File: src/rtl/seg_display_source_if.sv
// Signal bundle between the seven-segment page source and its environment:
// raw buttons and debug words in, display nibbles and page status out.
interface seg_display_source_if;
  logic        btn_next;
  logic        btn_freeze;
  logic [31:0] src0;
  logic [31:0] src1;
  logic [31:0] src2;
  logic [31:0] src3;
  logic [3:0]  anw_0;
  logic [3:0]  anw_1;
  logic [3:0]  anw_2;
  logic [3:0]  anw_3;
  logic [2:0]  page;
  logic        frozen;

  modport master (
    output btn_next, btn_freeze, src0, src1, src2, src3,
    input  anw_0, anw_1, anw_2, anw_3, page, frozen
  );

  modport slave (
    input  btn_next, btn_freeze, src0, src1, src2, src3,
    output anw_0, anw_1, anw_2, anw_3, page, frozen
  );
endinterface

File: src/rtl/seg_display_source.sv
// Picks a 16-bit half of one of four CPU debug words for the 4-digit scanner;
// debounced buttons step the page and freeze the displayed value.
module seg_display_source #(
  parameter int unsigned DEBOUNCE_CYCLES = 20000,
  parameter logic [2:0]  INIT_PAGE       = 3'd1
) (
  input logic                 clk,
  input logic                 reset,
  seg_display_source_if.slave bus
);

  localparam int unsigned     CntW   = $clog2(DEBOUNCE_CYCLES);
  localparam logic [CntW-1:0] CntMax = CntW'(DEBOUNCE_CYCLES - 1);

  // Bit 0 is the next button, bit 1 the freeze button.
  logic [1:0]      btn_raw;
  logic [1:0]      sync1_q;
  logic [1:0]      sync2_q;
  logic [1:0]      stable_q;
  logic [1:0]      stable_dly_q;
  logic [1:0]      pulse_q;
  logic [CntW-1:0] cnt_q [2];

  logic [2:0]  page_q;
  logic        frozen_q;
  logic [15:0] anw_q;
  logic [31:0] word;
  logic [15:0] half;

  assign btn_raw = {bus.btn_freeze, bus.btn_next};

  always_ff @(posedge clk or negedge reset) begin
    if (!reset) begin
      sync1_q      <= '0;
      sync2_q      <= '0;
      stable_q     <= '0;
      stable_dly_q <= '0;
      pulse_q      <= '0;
      for (int i = 0; i < 2; i++) begin
        cnt_q[i] <= '0;
      end
    end else begin
      sync1_q      <= btn_raw;
      sync2_q      <= sync1_q;
      stable_dly_q <= stable_q;
      pulse_q      <= stable_q & ~stable_dly_q;
      for (int i = 0; i < 2; i++) begin
        if (sync2_q[i] != stable_q[i]) begin
          if (cnt_q[i] == CntMax) begin
            stable_q[i] <= sync2_q[i];
            cnt_q[i]    <= '0;
          end else begin
            cnt_q[i] <= cnt_q[i] + CntW'(1);
          end
        end else begin
          cnt_q[i] <= '0;
        end
      end
    end
  end

  always_comb begin
    word = '0;
    unique case (page_q[2:1])
      2'd0: word = bus.src0;
      2'd1: word = bus.src1;
      2'd2: word = bus.src2;
      2'd3: word = bus.src3;
    endcase
    half = page_q[0] ? word[15:0] : word[31:16];
  end

  // The load enable uses the registered frozen flag, so a freeze taking effect
  // on the same edge as a page step keeps the pre-step nibbles on display.
  always_ff @(posedge clk or negedge reset) begin
    if (!reset) begin
      page_q   <= INIT_PAGE;
      frozen_q <= 1'b0;
      anw_q    <= '0;
    end else begin
      if (pulse_q[0]) page_q <= page_q + 3'd1;
      if (pulse_q[1]) frozen_q <= ~frozen_q;
      if (!frozen_q) anw_q <= half;
    end
  end

  assign bus.anw_3  = anw_q[15:12];
  assign bus.anw_2  = anw_q[11:8];
  assign bus.anw_1  = anw_q[7:4];
  assign bus.anw_0  = anw_q[3:0];
  assign bus.page   = page_q;
  assign bus.frozen = frozen_q;

endmodule

File: src/flat_wrapper.sv
// flat-port wrapper written by rule: the top's interface ports become plain ports
module seg_display_source_flat 
#(
  parameter int unsigned DEBOUNCE_CYCLES = 20000,
  parameter logic [2:0]  INIT_PAGE       = 3'd1
)
  (clk, reset, bus_btn_next, bus_btn_freeze, bus_src0, bus_src1, bus_src2, bus_src3, bus_anw_0, bus_anw_1, bus_anw_2, bus_anw_3, bus_page, bus_frozen);
  seg_display_source_if bus_i ();
  input logic clk;
  input logic reset;
  input wire logic [$bits(bus_i.btn_next)-1:0] bus_btn_next;
  input wire logic [$bits(bus_i.btn_freeze)-1:0] bus_btn_freeze;
  input wire logic [$bits(bus_i.src0)-1:0] bus_src0;
  input wire logic [$bits(bus_i.src1)-1:0] bus_src1;
  input wire logic [$bits(bus_i.src2)-1:0] bus_src2;
  input wire logic [$bits(bus_i.src3)-1:0] bus_src3;
  output wire logic [$bits(bus_i.anw_0)-1:0] bus_anw_0;
  output wire logic [$bits(bus_i.anw_1)-1:0] bus_anw_1;
  output wire logic [$bits(bus_i.anw_2)-1:0] bus_anw_2;
  output wire logic [$bits(bus_i.anw_3)-1:0] bus_anw_3;
  output wire logic [$bits(bus_i.page)-1:0] bus_page;
  output wire logic [$bits(bus_i.frozen)-1:0] bus_frozen;
  assign bus_i.btn_next = bus_btn_next;
  assign bus_i.btn_freeze = bus_btn_freeze;
  assign bus_i.src0 = bus_src0;
  assign bus_i.src1 = bus_src1;
  assign bus_i.src2 = bus_src2;
  assign bus_i.src3 = bus_src3;
  assign bus_anw_0 = bus_i.anw_0;
  assign bus_anw_1 = bus_i.anw_1;
  assign bus_anw_2 = bus_i.anw_2;
  assign bus_anw_3 = bus_i.anw_3;
  assign bus_page = bus_i.page;
  assign bus_frozen = bus_i.frozen;
  seg_display_source #(.DEBOUNCE_CYCLES(DEBOUNCE_CYCLES), .INIT_PAGE(INIT_PAGE)) u_core (.clk(clk), .reset(reset), .bus(bus_i));
endmodule
File: config.mk
export PLATFORM = sky130hd
export DESIGN_NAME = seg_display_source_flat
export DESIGN_NICKNAME = d
export VERILOG_FILES = /design/src/rtl/seg_display_source_if.sv /design/src/rtl/seg_display_source.sv /design/src/flat_wrapper.sv
export SDC_FILE = /design/constraint.sdc
export NUM_CORES = 1
export LEC_CHECK = 0
export ABC_CLOCK_PERIOD_IN_PS = 5100
export BUFFER_PORTS_ARGS = -buffer_cell sky130_fd_sc_hd__buf_2
export CORE_UTILIZATION = 35
export CTS_CLUSTER_SIZE = 40
export DETAILED_ROUTE_END_ITERATION = 6
export GPL_TIMING_DRIVEN = 0
export HOLD_SLACK_MARGIN = 0.05
export SETUP_SLACK_MARGIN = 0.02
export SYNTH_ARGS = -nofsm -noshare
export SYNTH_HDL_FRONTEND = slang
export SYNTH_SLANG_ARGS = --single-unit
export TNS_END_PERCENT = 100
File: constraint.sdc
create_clock -name clk -period 5.1 [get_ports clk]
set_clock_uncertainty 0.05 [all_clocks]
set_input_delay 0.255 -clock clk [delete_from_list [all_inputs] [get_ports clk]]
set_output_delay 0.255 -clock clk [all_outputs]
set_load 0.02 [all_outputs]
==> results of run 1 <==
-- through the flow --
stage,power [mW],worst slack [ps]
floorplan,0.547,3390
global placement,0.618,3030
detailed placement,0.620,2960
CTS,1.06,2950
global route,1.09,2770
finish,1.04,2940
-- critical path, stage by stage (launching register included) --
cell and delay, ps:
dfstp_2 540, clkbuf_1 240, buf_2 290, nor2_1 130, a2111oi_0 610, o21ai_1 150
-- power by group through the flow --
| stage | sequential (mW) | combinational (mW) | clock, mW |
|---|---|---|---|
| floorplan | 0.512 | 0.0345 | 0 |
| global route | 0.498 | 0.128 | 0.465 |
| finish | 0.496 | 0.115 | 0.427 |
| CTS | 0.496 | 0.116 | 0.444 |
| detailed placement | 0.506 | 0.114 | 0 |
| global placement | 0.505 | 0.113 | 0 |
-- synth_stat cells (all sizes together), types with 3 or more instances --
cell type,count
nor3b,5
nor4,3
o21ai,24
xnor2,13
nand3b,3
o22a,7
mux4,14
clkbuf,6
a21oi,14
nor3,8
mux2,11
nand3,10
mux2i,16
ha,3
o22ai,4
nand2b,8
nor2,32
xor2,17
nand4,11
buf,17
a2111oi,4
nand2,20
and4,5
dfrtp,59
inv,6
-- final cells by class --
| class | instances | area (µm²) | area share |
|---|---|---|---|
| Multi-Input combinational cell | 251 | 1880 | 0.400 |
| Sequential cell | 60 | 1500 | 0.320 |
| Timing Repair Buffer | 154 | 788 | 0.168 |
| Tap cell | 133 | 166 | 0.0354 |
| Clock buffer | 10 | 138 | 0.0293 |
| Buffer | 23 | 134 | 0.0285 |
| Clock inverter | 6 | 63.8 | 0.0136 |
| Inverter | 6 | 22.5 | 0.00480 |
-- layer usage --
layer | GRT usage | vias up | wire [µm]
met5 | 0 | - | 0
met4 | 0.0560 | 0 | 171
met3 | 0.0461 | 17 | 505
met2 | 0.323 | 105 | 4680
met1 | 0.226 | 1532 | 4130
li1 | - | 1565 | -
-- flip-flops by register name (all words and copies together), names as in the netlist --
| register | count |
|---|---|
| u_core.pulse_q | 2 |
| u_core.cnt_q | 30 |
| u_core.stable_q | 2 |
| u_core.bus.page | 3 |
| u_core.bus.frozen | 1 |
| u_core.sync1_q | 2 |
| u_core.stable_dly_q | 2 |
| u_core.anw_q | 16 |
| u_core.sync2_q | 2 |
-- logic make-up (layout without fill, tap and decap cells) --
kind of cell | count (synthesis) | in the layout | share of synthesized area
and+or+nand+nor | 116 | 116 | 0.172
xor gates and xnor gates | 30 | 30 | 0.0742
DFF | 60 | 60 | 0.425
muxes | 41 | 41 | 0.169
buffers and inverters | 29 | 199 | 0.0442
AOI/OAI and AO/OA | 61 | 61 | 0.105
adders and majority gates | 3 | 3 | 0.0106
-- worst max-delay path by stage --
stage / startpoint / endpoint / slack (ps) / depth (start not counted)
3_5_place_dp: u_core.bus.page[0] / u_core.anw_q[10] / 2960 / 5
4_1_cts: u_core.bus.page[0] / u_core.anw_q[10] / 2950 / 5
2_1_floorplan: u_core.bus.page[0] / u_core.anw_q[0] / 3390 / 5
5_1_grt: u_core.bus.page[0] / u_core.anw_q[10] / 2770 / 5
3_3_place_gp: u_core.bus.page[0] / u_core.anw_q[10] / 3030 / 5
6_report: u_core.bus.page[0] / u_core.anw_q[10] / 2940 / 5
==> flow_summary.json, run 1 <==
{
  "status": "completed",
  "grt_overflow": 0,
  "p_int_mw": 0.790,
  "layout_common_cells": "161 x buf_2, 59 x dfrtp_1, 32 x nor2_1",
  "instances_no_fill": 643,
  "layout-drive-gt1-share": 0.418,
  "worst_slew_pin_slew_ps": 752,
  "seqPwrFrac": 0.478,
  "ios": 152,
  "rsz0062_at_grt": "false",
  "yosysTopAreaCell": "dfrtp_1",
  "ys_top_cells_by_area": "dfrtp_1 42%, mux4_2 8.9%, mux2i_1 4.5%",
  "hold_start": "bus_src2[28]",
  "synthArstFlopShare": 1.00,
  "dieHeight_um": 103,
  "synth_edf_count": 0,
  "syn2layout_area_growth_pct": 32.7,
  "netlist_area_um2": 3540,
  "synth_top_area_frac": 0.417,
  "grt_pass1_vias": 3167,
  "viasPerCell": 5.01,
  "core_um2": 9770,
  "arrival_ps": 2310,
  "ant_nets": 0,
  "fillers": 974,
  "path_class": "reg2reg",
  "yosysSeqAreaShare": 0.425,
  "r2r_cells": 5,
  "drc": 0,
  "cp-end-kind": "register",
  "cts.path.max_buffers": 2,
  "dp_hpwl_mm": 7.32,
  "dp_cells": 624,
  "crit_fanout": 10,
  "initial_utilization": 0.362,
  "critPathLaunchType": "register",
  "syn_avg_cell_area_um2": 10.4,
  "syn-num-nets": 475,
  "ys_warn_count": 0,
  "diodes": 0,
  "post_cts_buffers": 0,
  "p_per_area_nw_per_um2": 221,
  "hold_path_depth": 3,
  "gp_congestion": 0.833,
  "p_leak_nw": 2.12,
  "htree_num_levels": 3,
  "drt_iter0_drc": 166,
  "ys.flop_type": "dfrtp_1",
  "r2r_slack_ps": 2940,
  "fp-row-count": 36,
  "wl_per_cell_um": 14.8,
  "required_ps": 5240,
  "clkPwrFrac": 0.411,
  "period_share": 0.424,
  "mostFrequentLayoutCell": "buf_2",
  "worst_ir_drop_vdd_v": 0.000211,
  "antenna_found_initial": 0,
  "clk_pin_slew_ps": 70,
  "synth_seq_cells": 60,
  "pwr-share-comb": 0.111,
  "cts_inserted_buffers": 9,
  "die-area_um2": 10500,
  "drtPass1Iterations": 4,
  "fmax_mhz": 463,
  "clk-insertion-delay-late_ps": 330,
  "layout.nets": 640,
  "final_util": 0.480,
  "vias": 3219,
  "portBuffers": 151,
  "maxSlewHeadroom": 0.499,
  "clkSinkCount": 60,
  "synth_cells": 340,
  "routed_wl_mm": 9.49,
  "die_w_um": 103,
  "slew_violations": 0,
  "hold_path_class": "in2reg",
  "grt_pass1_wl_mm": 14.9,
  "postCtsHoldBufs": 2,
  "placed_cell_area_um2": 4460,
  "cts_resized": 0,
  "grt_max_degree": 61,
  "cts_root_buf": "clkbuf_8",
  "cap_violations": 0,
  "synth.distinct_cells": 45,
  "whs_endpoint": "u_core.anw_q[12]",
  "p_sw_mw": 0.248,
  "r2r-end": "u_core.anw_q[10]",
  "cts_tree": "yes",
  "track_usage": 0.185,
  "r2r_start": "u_core.bus.page[0]",
  "fin_setup_tns_ps": 0,
  "whs_ps": 209,
  "p_sw_frac": 0.239,
  "hold_viol": 0,
  "setup_viol_count_final": 0,
  "fin_crit_ps": 2160,
  "fin_area_um2": 4700
}
Power figures use the tool's default switching activity.
==> inputs of run 2 (changes only) <==
--- a/config.mk
+++ b/config.mk
@@ -5,7 +5,8 @@
 export SDC_FILE = /design/constraint.sdc
 export NUM_CORES = 1
 export LEC_CHECK = 0
-export ABC_CLOCK_PERIOD_IN_PS = 5100
+export ABC_AREA = 1
+export ABC_CLOCK_PERIOD_IN_PS = 2100
 export BUFFER_PORTS_ARGS = -buffer_cell sky130_fd_sc_hd__buf_2
 export CORE_UTILIZATION = 35
 export CTS_CLUSTER_SIZE = 40
==> constraint.sdc (replaced) <==
create_clock -name clk -period 2.1 [get_ports clk]
set_clock_uncertainty 0.05 [all_clocks]
set_input_delay 0.105 -clock clk [delete_from_list [all_inputs] [get_ports clk]]
set_output_delay 0.105 -clock clk [all_outputs]
set_load 0.02 [all_outputs]
==> flow_summary.json, run 2 <==
{
  "largest_reg_flops": 30,
  "dieHeight_um": 107,
  "dp_slack_ps": 398,
  "antenna_found_initial": 1,
  "fillers": 1167,
  "drc": 0,
  "dp_cells": 886,
  "yosysTopAreaCell": "dfrtp_1",
  "worst_ir_drop_vdd_v": 0.000280,
  "fin_setup_tns_ps": 0,
  "cap_violations": 0,
  "cts_inserted_buffers": 9,
  "p_int_mw": 1.77,
  "cts_resized": 0,
  "worst_slew_pin_slew_ps": 758,
  "grt_pass1_wl_mm": 18.8,
  "pwr-share-comb": 0.119,
  "seq_area_um2": 1500,
  "syn2layout_area_growth_pct": 29.3,
  "synth.distinct_cells": 23,
  "layout.nets": 895,
  "core_um2": 10800,
  "clk-insertion-delay-late_ps": 330,
  "mostFrequentLayoutCell": "nand2_1",
  "synth_seq_cells": 60,
  "critPathTopFamily": "buffers and inverters",
  "viasPerCell": 4.73,
  "grt_util_met3": 0.0327,
  "synth_edf_count": 0,
  "die_w_um": 107,
  "hold_path_depth": 5,
  "fmax_mhz": 579,
  "wl_per_cell_um": 13.1,
  "yosysMostFrequentCell": "nand2_1",
  "layout-drive-gt1-share": 0.247,
  "syn-num-nets": 730,
  "portBuffers": 151,
  "period_share": 0.822,
  "arrival_ps": 1900,
  "syn_avg_cell_area_um2": 6.52,
  "clkPwrFrac": 0.377,
  "crit_fanout": 10,
  "gp_congestion": 0.922,
  "synthTopCellsByCount": "207 x nand2_1, 96 x nor2_1, 68 x nand3_1",
  "die-area_um2": 11500,
  "fin_crit_ps": 1730,
  "synthArstFlopShare": 1.00,
  "grt_pass1_vias": 3891,
  "path_class": "reg2reg",
  "dp_hpwl_mm": 9.47,
  "hold_viol": 0,
  "cts.path.max_buffers": 2,
  "required_ps": 2270,
  "ios": 152,
  "critPathLaunchType": "register",
  "r2r_cells": 7,
  "cts_root_buf": "clkbuf_8",
  "seqPwrFrac": 0.504,
  "grt_overflow": 0,
  "clkSinkCount": 60,
  "p_sw_frac": 0.256,
  "crit_cells": 7,
  "slowest_stage": "dfstp_2",
  "hold_path_class": "in2reg",
  "drt_iter0_drc": 324,
  "use_met1": 0.270,
  "maxSlewHeadroom": 0.495,
  "setup_ws_ps": 373,
  "htree_num_levels": 3,
  "p_sw_mw": 0.609,
  "top_register": "u_core.cnt_q",
  "gr-max-usage-layer": "met2",
  "setup_viol_count_final": 0,
  "synth_cells": 595,
  "path_buf_inv": 3,
  "ys.flop_type": "dfrtp_1",
  "ant_nets": 0,
  "ys_warn_count": 0,
  "layout_common_cells": "207 x nand2_1, 158 x buf_2, 96 x nor2_1",
  "cp_cell_sequence": "buf_2, inv_2, buf_1, a21oi_1, nand3_1, nand3_1, a21oi_1",
  "initial_utilization": 0.359,
  "cp_slowest_stage_delay_ps": 550,
  "cp-end-kind": "register",
  "clk_pin_slew_ps": 70,
  "grt_max_degree": 61,
  "ys_top_cells_by_area": "dfrtp_1 38%, nand2_1 20%, nor2_1 9.3%",
  "multi_input_area_um2": 2050,
  "track_usage": 0.210,
  "synth_top_area_frac": 0.381,
  "netlist_area_um2": 3880,
  "status": "completed",
  "post_cts_buffers": 0,
  "routed_wl_mm": 11.9,
  "fp-row-count": 38,
  "vias": 4282,
  "p_leak_nw": 2.50,
  "postCtsHoldBufs": 2,
  "cts_tree": "yes",
  "rsz0062_at_grt": "false",
  "p_per_area_nw_per_um2": 476,
  "use_met2": 0.355,
  "slew_violations": 0,
  "yosysSeqAreaShare": 0.388,
  "instances_no_fill": 906,
  "drtPass1Iterations": 5
}
==> run 2: layer usage <==
metal | wire length, µm | up-vias
met4 | 269 | 0
met5 | 0 | -
met3 | 838 | 20
li1 | - | 2209
met1 | 5200 | 1912
met2 | 5560 | 141
==> run 2: cell type report <==
class	count	area share
multi-input combinational	464	0.410
sequential	60	0.300
timing repair buffer	154	0.157
inverter	49	0.0367
tap	140	0.0349
clock buffer	11	0.0282
buffer	22	0.0275
clock inverter	5	0.00549
antenna	1	0.000499
==> run 2: path summary, 6_finish.rpt <==
kind,start,to,slack [ps]
min,bus_src0[31],u_core.anw_q[15],70
max in group asynchronous,reset,u_core.bus.page[1],1160
max reg2reg,u_core.bus.page[0],u_core.anw_q[14],370
min in group asynchronous,reset,u_core.cnt_q[10],340
min reg2reg,u_core.sync1_q[0],u_core.sync2_q[0],300
max,u_core.bus.page[0],u_core.anw_q[14],370
==> run 2: metrics by stage <==
step           power [mW]  utilization  area, µm²  hold WS, ps
2_1_floorplan        1.32            -       3880         -241
3_3_place_gp         1.50        0.446       4810          163
3_5_place_dp         1.50        0.446       4810          164
4_1_cts              2.42        0.463       5000         55.3
5_1_grt              2.50        0.464       5010         98.1
6_report             2.38        0.464       5010         68.4
==> run 2: power by group through the flow <==
stage | Combinational (mW) | Clock (mW) | Sequential (mW)
floorplan | 0.0777 | 0 | 1.24
global placement | 0.279 | 0 | 1.22
detailed placement | 0.280 | 0 | 1.22
CTS | 0.285 | 0.936 | 1.20
global route | 0.318 | 0.978 | 1.21
finish | 0.284 | 0.898 | 1.20
==> run 2: logic make-up (layout without fill, tap and decap cells) <==
| kind of cell | after synthesis | in the layout | share of synthesized area |
|---|---|---|---|
| other | 0 | 1 | 0 |
| AO/OA/AOI/OAI | 54 | 54 | 0.0710 |
| adder cells (fa/ha/maj) | 3 | 3 | 0.00968 |
| XOR/XNOR | 17 | 17 | 0.0384 |
| buffers and inverters | 71 | 241 | 0.0829 |
| flip-flops | 60 | 60 | 0.388 |
| AND/OR/NAND/NOR | 390 | 390 | 0.410 |
==> run 2: worst min-delay path: stages <==
cell and delay [ps]:
buf_2 80, nand2_1 40, nand4_1 80, nand2_1 50, nand2_1 50
==> inputs of run 3 (changes only) <==
--- a/config.mk
+++ b/config.mk
@@ -5,8 +5,8 @@
 export SDC_FILE = /design/constraint.sdc
 export NUM_CORES = 1
 export LEC_CHECK = 0
-export ABC_AREA = 1
-export ABC_CLOCK_PERIOD_IN_PS = 2100
+export ABC_AREA = 0
+export ABC_CLOCK_PERIOD_IN_PS = 1600
 export BUFFER_PORTS_ARGS = -buffer_cell sky130_fd_sc_hd__buf_2
 export CORE_UTILIZATION = 35
 export CTS_CLUSTER_SIZE = 40
==> constraint.sdc (replaced) <==
create_clock -name clk -period 1.6 [get_ports clk]
set_clock_uncertainty 0.05 [all_clocks]
set_input_delay 0.08 -clock clk [delete_from_list [all_inputs] [get_ports clk]]
set_output_delay 0.08 -clock clk [all_outputs]
set_load 0.02 [all_outputs]
==> flow_summary.json, run 3 (same netlist as run 1, synthesis figures left out) <==
{
  "layout-drive-gt1-share": 0.518,
  "fmax_mhz": 617,
  "cts_inserted_buffers": 9,
  "htree_num_levels": 3,
  "initial_utilization": 0.362,
  "status": "complete, but fails checks",
  "clk_pin_slew_ps": 70,
  "layout_common_cells": "152 x buf_2, 56 x dfrtp_1, 20 x nor2_1",
  "top_register": "u_core.cnt_q",
  "antenna_found_initial": 0,
  "dp_slack_ps": -207,
  "fillers": 904,
  "routed_wl_mm": 10.6,
  "cap_violations": 0,
  "cp-end-kind": "register",
  "grt_overflow": 0,
  "crit_fanout": 4,
  "gp_congestion": 0.802,
  "mostFrequentLayoutCell": "buf_2",
  "rsz0062_at_grt": "true",
  "setup_viol_count_final": 2,
  "core_um2": 9770,
  "largest_reg_flops": 30,
  "maxSlewHeadroom": 0.498,
  "grt_max_degree": 61,
  "critPathLaunchType": "register",
  "portBuffers": 151,
  "diodes": 0,
  "slew_violations": 0,
  "hold_viol": 0,
  "required_ps": 1780,
  "grt_pass1_vias": 3235,
  "fp-row-count": 36,
  "final_util": 0.538,
  "period_share": 1.01,
  "vias": 3383,
  "p_per_area_nw_per_um2": 609,
  "arrival_ps": 1800,
  "worst_ir_drop_vdd_v": 0.000509,
  "p_leak_nw": 2.28,
  "clkSinkCount": 60,
  "die-area_um2": 10500,
  "cts.path.max_buffers": 2,
  "cts_root_buf": "clkbuf_8",
  "drc": 0,
  "worst_slew_pin_slew_ps": 753,
  "drt_iter0_drc": 134,
  "setup_ws_ps": -21.7,
  "die_w_um": 103,
  "syn2layout_area_growth_pct": 48.7,
  "ant_nets": 0,
  "hold_path_class": "in2reg",
  "violations": "setup timing",
  "layout.nets": 663,
  "drtPass1Iterations": 4,
  "cts_tree": "yes",
  "fin_crit_ps": 1620,
  "path_class": "reg2reg",
  "dieHeight_um": 103,
  "grt_pass1_wl_mm": 15.6,
  "wl_per_cell_um": 15.9,
  "ios": 152,
  "track_usage": 0.195,
  "clk-insertion-delay-late_ps": 340,
  "viasPerCell": 5.08,
  "dp_hpwl_mm": 7.37
}
run 3: layer usage:
metal / up-vias / share of wire / track usage
met3: 19 / 0.049 / 0.0427
met2: 99 / 0.51 / 0.337
met5: - / 0 / 0
met1: 1654 / 0.42 / 0.239
met4: 0 / 0.018 / 0.0736
li1: 1611 / - / -
run 3: worst paths after layout:
kind                                        start                 end  slack [ps]  cells past startpoint
max in group asynchronous                   reset  u_core.bus.page[1]         650                      2
worst min-delay path                  bus_src0[0]     u_core.anw_q[0]         100                      4
worst max-delay path              u_core.cnt_q[1]  u_core.stable_q[1]         -20                      6
worst min register to register  u_core.sync1_q[1]   u_core.sync2_q[1]         300                      0
worst max register to register    u_core.cnt_q[1]  u_core.stable_q[1]         -20                      6
min in group asynchronous                   reset    u_core.cnt_q[11]         300                      2
run 3: cell type report:
class                   instances  area, µm²  area share
repair buffers                178       1020       0.194
well taps                     133        166      0.0316
multi-input cells             251       2150       0.408
inverters                       6       22.5     0.00428
flip-flops and latches         60       1510       0.286
plain buffers                  22        236      0.0449
clock inverters                 2       10.0     0.00190
clock buffers                  14        153      0.0290
run 3: stage by stage:
stage | hold slack [ps] | instance area (µm²) | power, mW | TNS [ps] | cells
final | 102 | 5260 | 3.21 | -30.2 | 666
after global routing | 118 | 5260 | 3.35 | -1350 | 666
after global placement | 140 | 4490 | 1.97 | -2740 | 624
after detailed placement | 139 | 4490 | 1.98 | -3470 | 624
after floorplan | -266 | 3570 | 1.74 | 0 | 340
after CTS | 28.5 | 4870 | 3.19 | -110 | 654
run 3: critical path, stage by stage, from the launching register on:
cell     delay [ps]
dfrtp_1         390
ha_2            200
and4_1          210
buf_6           120
nand4_1         100
buf_4           120
mux2_2          310
run 3: where the power goes:
| group | internal (mW) | leakage (nW) | switching [mW] | total [mW] |
|---|---|---|---|---|
| registers | 1.56 | 0.779 | 0.0287 | 1.58 |
| clock network | 0.602 | 0.0844 | 0.578 | 1.18 |
| logic | 0.246 | 1.42 | 0.195 | 0.441 |
run 3: repair_timing:
| action | 4_1_cts | 5_1_grt |
|---|---|---|
| endpoints found under the hold margin | 60 | 59 |
| hold buffers | 6 | 1 |
| setup buffers | 8 | 9 |
| gates resized for setup | 29 | 74 |
| gates cloned | 1 | 2 |
| pin swaps | 4 | 26 |
| setup endpoints to repair | 38 | 44 |
